===== config.mk =====
export PLATFORM = sky130hd
export DESIGN_NAME = sc_statemachine_backg
export DESIGN_NICKNAME = d
export VERILOG_FILES = /design/src/rtl/sc_statemachine_backg.sv
export SDC_FILE = /design/constraint.sdc
export NUM_CORES = 1
export LEC_CHECK = 0
export BUFFER_PORTS_ARGS = -buffer_cell sky130_fd_sc_hd__buf_2
export CELL_PAD_IN_SITES_DETAIL_PLACEMENT = 1
export CELL_PAD_IN_SITES_GLOBAL_PLACEMENT = 2
export CORE_MARGIN = 4
export CORE_UTILIZATION = 27
export DETAILED_ROUTE_END_ITERATION = 12
export PLACE_DENSITY = 0.85
export SETUP_SLACK_MARGIN = 0.3
export SLEW_MARGIN = 20
export SYNTH_ARGS = -nofsm -noshare
export SYNTH_HDL_FRONTEND = slang
export SYNTH_SLANG_ARGS = --single-unit

===== constraint.sdc =====
create_clock -name SC_STATEMACHINEBACKG_CLOCK_50 -period 1.6 [get_ports SC_STATEMACHINEBACKG_CLOCK_50]
set_input_delay 0.08 -clock SC_STATEMACHINEBACKG_CLOCK_50 [delete_from_list [all_inputs] [get_ports SC_STATEMACHINEBACKG_CLOCK_50]]
set_output_delay 0.08 -clock SC_STATEMACHINEBACKG_CLOCK_50 [all_outputs]
set_load 0.005 [all_outputs]

===== src/rtl/sc_statemachine_backg.sv =====
// Background game sequencer: Moore FSM that turns debounced start presses and
// the speed comparator's terminal flag into active-low strobes for the speed
// prescaler, the level register and the background shift registers.
module sc_statemachine_backg #(
    parameter int SHIFTS_PER_LEVEL   = 8,
    parameter int ROWCOUNT_DATAWIDTH = 4
) (
    input  logic       SC_STATEMACHINEBACKG_CLOCK_50,
    input  logic       SC_STATEMACHINEBACKG_RESET_InLow,
    input  logic       SC_STATEMACHINEBACKG_startButton_InLow,
    input  logic       SC_STATEMACHINEBACKG_T0_InLow,
    input  logic       SC_STATEMACHINEBACKG_gameOver_InLow,
    output logic       SC_STATEMACHINEBACKG_clear_OutLow,
    output logic       SC_STATEMACHINEBACKG_load_OutLow,
    output logic       SC_STATEMACHINEBACKG_upcount_OutLow,
    output logic       SC_STATEMACHINEBACKG_speedClear_OutLow,
    output logic       SC_STATEMACHINEBACKG_shift_OutLow,
    output logic [2:0] SC_STATEMACHINEBACKG_state_OutBUS
);

    typedef enum logic [2:0] {
        IDLE     = 3'd0,
        INIT     = 3'd1,
        COUNT    = 3'd2,
        SHIFT    = 3'd3,
        LEVELUP  = 3'd4,
        PAUSE    = 3'd5,
        GAMEOVER = 3'd6,
        ILLEGAL  = 3'd7
    } state_t;

    localparam logic [ROWCOUNT_DATAWIDTH-1:0] LAST_SHIFT =
        ROWCOUNT_DATAWIDTH'(SHIFTS_PER_LEVEL - 1);

    logic                          clk;
    logic                          rst_n;
    logic                          start_n;
    logic                          t0_n;
    logic                          game_over_n;

    state_t                        state;
    state_t                        state_next;
    logic                          start_prev;
    logic                          start_edge;
    logic [ROWCOUNT_DATAWIDTH-1:0] shift_cnt;
    logic                          last_shift;

    assign clk         = SC_STATEMACHINEBACKG_CLOCK_50;
    assign rst_n       = SC_STATEMACHINEBACKG_RESET_InLow;
    assign start_n     = SC_STATEMACHINEBACKG_startButton_InLow;
    assign t0_n        = SC_STATEMACHINEBACKG_T0_InLow;
    assign game_over_n = SC_STATEMACHINEBACKG_gameOver_InLow;

    // A press is the 1 -> 0 transition of the debounced button; holding it
    // down yields a single edge.
    assign start_edge = start_prev & ~start_n;
    assign last_shift = (shift_cnt == LAST_SHIFT);

    // Remember the previous start sample for edge detection.
    always_ff @(posedge clk) begin
        if (!rst_n) begin
            start_prev <= 1'b1;
        end else begin
            start_prev <= start_n;
        end
    end

    // State register.
    always_ff @(posedge clk) begin
        if (!rst_n) begin
            state <= IDLE;
        end else begin
            state <= state_next;
        end
    end

    // Shifts since the last level-up; only INIT and SHIFT touch it, and it
    // wraps to 0 on the shift that triggers LEVELUP.
    always_ff @(posedge clk) begin
        if (!rst_n) begin
            shift_cnt <= '0;
        end else if (state == INIT) begin
            shift_cnt <= '0;
        end else if (state == SHIFT) begin
            if (last_shift) begin
                shift_cnt <= '0;
            end else begin
                shift_cnt <= shift_cnt + 1'b1;
            end
        end
    end

    // Next-state logic; gameOver beats start, start beats T0 in COUNT.
    always_comb begin
        state_next = state;
        case (state)
            IDLE: begin
                if (start_edge) state_next = INIT;
            end
            INIT: begin
                state_next = COUNT;
            end
            COUNT: begin
                if (!game_over_n)     state_next = GAMEOVER;
                else if (start_edge)  state_next = PAUSE;
                else if (!t0_n)       state_next = SHIFT;
            end
            SHIFT: begin
                state_next = last_shift ? LEVELUP : COUNT;
            end
            LEVELUP: begin
                state_next = COUNT;
            end
            PAUSE: begin
                if (!game_over_n)     state_next = GAMEOVER;
                else if (start_edge)  state_next = COUNT;
            end
            GAMEOVER: begin
                if (start_edge) state_next = INIT;
            end
            default: begin
                state_next = IDLE;
            end
        endcase
    end

    // Moore output decode: every strobe idles high unless its state drives it.
    always_comb begin
        SC_STATEMACHINEBACKG_clear_OutLow      = 1'b1;
        SC_STATEMACHINEBACKG_load_OutLow       = 1'b1;
        SC_STATEMACHINEBACKG_upcount_OutLow    = 1'b1;
        SC_STATEMACHINEBACKG_speedClear_OutLow = 1'b1;
        SC_STATEMACHINEBACKG_shift_OutLow      = 1'b1;
        SC_STATEMACHINEBACKG_state_OutBUS      = state;
        case (state)
            INIT: begin
                SC_STATEMACHINEBACKG_clear_OutLow      = 1'b0;
                SC_STATEMACHINEBACKG_speedClear_OutLow = 1'b0;
            end
            COUNT: begin
                SC_STATEMACHINEBACKG_upcount_OutLow    = 1'b0;
            end
            SHIFT: begin
                SC_STATEMACHINEBACKG_shift_OutLow      = 1'b0;
                SC_STATEMACHINEBACKG_speedClear_OutLow = 1'b0;
            end
            LEVELUP: begin
                SC_STATEMACHINEBACKG_load_OutLow       = 1'b0;
            end
            default: begin
            end
        endcase
    end

endmodule


==> impl_metrics.py <==
metrics = {
    "yosys": {
        "synth.top_cells.by_area": "dfxtp_1 34%, a21oi_1 6.4%, nand2b_1 5.3%",
        "syn_area_per_cell_um2": 7.995,
        "synth_area_leader_cell": "dfxtp_1",
        "syn-num-nets": 65,
        "synth_cells": 59,
        "synth_top_area_share_pct": 33.95,
        "syn_area_um2": 471.7,
        "ys_seq_area_share_pct": 33.95,
        "yosys.cell_types.count": 28,
        "ys_ff_latch": 8,
        "yosys_warnings": 0,
    },
    "timing": {
        "setup-violations-final": 0,
        "min_period_ns": 1.210,
        "tightest_slew_ns": 0.2458,
        "drv_slew": 0,
        "fmax_mhz": 826.2,
        "min_period_over_period_pct": 75.65,
        "hold_ws_ns": 0.03944,
        "final_hold_viol_count": 0,
        "maxSlewHeadroom_pct": 83.56,
        "rsz0062_at_grt": "true",
        "skew_ns": 0.007764,
        "fin_ws_ns": 0.3896,
        "setup-tns-final_ns": 0,
    },
    "clocking": {
        "clk_pin_slew_ns": 0.05,
        "cts-hold-fix-buffers": 0,
        "clock_latency_ns": 0.26,
        "clock_sinks": 8,
        "cts-root-buf": "clkbuf_4",
        "cts_buffer_depth": 2,
        "numCtsBuffers": 3,
        "tritoncts": "built",
        "htree_levels": 1,
    },
    "setup_path": {
        "worst_ep_arrival_time_ns": 1.13,
        "path_delay_family": "flip-flops",
        "path_cells": "and2b_2, inv_2, buf_2",
        "cp.required_ns": 1.52,
        "crit_path_end_kind": "output pin",
        "crit_type": "flop to output pin",
        "worstPathBufferInverterCount": 2,
        "worstPathMaxFanout": 12,
        "start_kind": "flop",
        "slowest_stage": "dfxtp_4",
        "max_stage_delay_ns": 0.41,
    },
    "placed_design": {
        "gp_congestion": 0.7248,
        "port_buffers": 12,
        "dp.cells": 86,
        "dp_hpwl_um": 974.3,
        "pre_cts_ws_ns": 0.2957,
        "place_area_um2": 549.3,
    },
    "floorplan": {
        "floorplan.initialDensity_pct": 29.92,
        "pin_count": 13,
        "die_y_um": 49.80,
        "rows": 14,
        "die_w_um": 49.80,
        "core-area_mm2": 0.001577,
        "die-area_mm2": 0.002480,
    },
    "route": {
        "drt-initial-drc-count": 5,
        "wl_per_cell_um": 14.13,
        "drt_first_pass_iters": 3,
        "wirelength_um": 1258,
        "avgViaCountPerCell": 5.461,
        "num_vias": 486,
        "drc": 0,
        "ant_nets": 0,
    },
    "cells_and_area": {
        "fin_util_pct": 37.30,
        "instances_no_fill": 89,
        "finish.instance_area_um2": 588.1,
        "final_common_cell": "buf_2",
        "multi_input_area_um2": 297.8,
        "regArea_um2": 168.9,
        "final_layout_size_suffix_gt1_share_pct": 42.47,
        "mostFrequentLayoutCells": "12 x buf_2, 6 x a21oi_1, 5 x nand2_1",
        "nNetsFinal": 81,
        "syn_to_final_growth_pct": 24.67,
        "insertedDiodeCount": 0,
        "fillers": 214,
    },
    "power": {
        "p_sw_share_pct": 33.33,
        "max-vdd-ir-drop_mv": 0.5316,
        "pwr-share-comb_pct": 29.4,
        "internal_power_mw": 0.3880,
        "clkPwrFrac_pct": 27.0,
        "p_leak_nw": 0.2279,
        "power_mw": 0.5820,
        "p_seq_share_pct": 43.6,
        "power_density_mw_per_mm2": 989.6,
        "p_sw_mw": 0.1940,
    },
    "global_routing": {
        "antenna_found_initial": 0,
        "grt_pass1_wl_um": 2194,
        "grt_pass1_vias": 458,
        "grt_use_total_pct": 11.61,
        "grt_remaining_overflow": 0,
        "grt_start_max_net_pins": 13,
    },
    "outcome": {
        "status": "finished, final reports clean",
    },
    "min_path": {
        "hp-class": "input port to flop",
    },
    "job": {
        "drv_cap": 0,
    },
}
-- logic make-up (layout without fill, tap and decap cells) --
| family | count (synthesis) | count (layout) | share of synthesized area (%) |
|---|---|---|---|
| AOI/OAI and AO/OA | 18 | 18 | 25.73 |
| adders and majority gates | 1 | 1 | 2.652 |
| and+or+nand+nor | 27 | 27 | 33.16 |
| DFF | 8 | 8 | 33.95 |
| buffers and inverters | 5 | 19 | 4.509 |
-- state kept, by name, summed over array words and instances (netlist names) --
name                               count
SC_STATEMACHINEBACKG_state_OutBUS      3
start_prev                             1
shift_cnt                              4
-- Yosys cell counts --
| library cell | instances |
|---|---|
| a211oi_1 | 1 |
| a21oi_1 | 6 |
| a22oi_1 | 2 |
| and2b_1 | 1 |
| and2b_2 | 1 |
| and3_2 | 1 |
| and3b_1 | 1 |
| buf_2 | 2 |
| dfxtp_1 | 8 |
| ha_1 | 1 |
| inv_1 | 1 |
| inv_2 | 2 |
| nand2_1 | 5 |
| nand2b_1 | 4 |
| nand3_1 | 4 |
| nand3b_1 | 1 |
| nand4_1 | 1 |
| nor2_1 | 3 |
| nor2b_1 | 1 |
| nor3_1 | 2 |
| nor3b_1 | 1 |
| o2111ai_1 | 1 |
| o21ai_0 | 4 |
| o22ai_1 | 1 |
| o31a_1 | 1 |
| o32ai_1 | 1 |
| o41ai_2 | 1 |
| or3_4 | 1 |
-- worst paths after layout --
kind / slack (ns) / to / startpoint / depth (start not counted)
max: 0.39 / SC_STATEMACHINEBACKG_speedClear_OutLow / SC_STATEMACHINEBACKG_state_OutBUS[2]$_SDFFE_PN0P_ / 3
min: 0.04 / start_prev$_SDFF_PN1_ / SC_STATEMACHINEBACKG_startButton_InLow / 2
max reg2reg: 0.39 / shift_cnt[3]$_SDFFE_PP0N_ / SC_STATEMACHINEBACKG_state_OutBUS[2]$_SDFFE_PN0P_ / 5
min reg2reg: 0.48 / shift_cnt[1]$_SDFFE_PP0N_ / shift_cnt[1]$_SDFFE_PP0N_ / 2
-- routing by layer --
layer,GRT usage [%],share of wire (%),up-vias
met4,2.765,0.64,0
met2,16.30,45,10
met5,0,0,-
met3,5.723,5.9,2
li1,-,-,246
met1,15.66,48,228
-- layout make-up --
class,count,share of cell area [%]
clock buffers,3,3.830
multi-input cells,46,50.64
well taps,16,3.404
repair buffers,13,11.49
inverters,3,1.915
flip-flops and latches,8,28.72
-- repair_timing --
item                       CTS  global route
setup endpoints to repair    4             5
buffers inserted             0             0
pin swaps                    0             0
resized for setup            2             8
-- worst register-to-register path: cells and delay by family, from the launching register on --
| kind | cells | cell delay [ns] |
|---|---|---|
| DFF | 1 | 0.38 |
| buffers and inverters | 1 | 0.06 |
| and+or+nand+nor | 2 | 0.43 |
| AOI/OAI and AO/OA | 2 | 0.25 |
-- power groups by stage --
stage               logic, mW  clock network (mW)  registers [mW]
floorplan               0.111                   0           0.240
global placement        0.168                   0           0.253
detailed placement      0.167                   0           0.254
CTS                     0.169               0.168           0.251
global route            0.193               0.184           0.260
finish                  0.171               0.157           0.254
No activity file was read; power rests on OpenSTA's default activity.
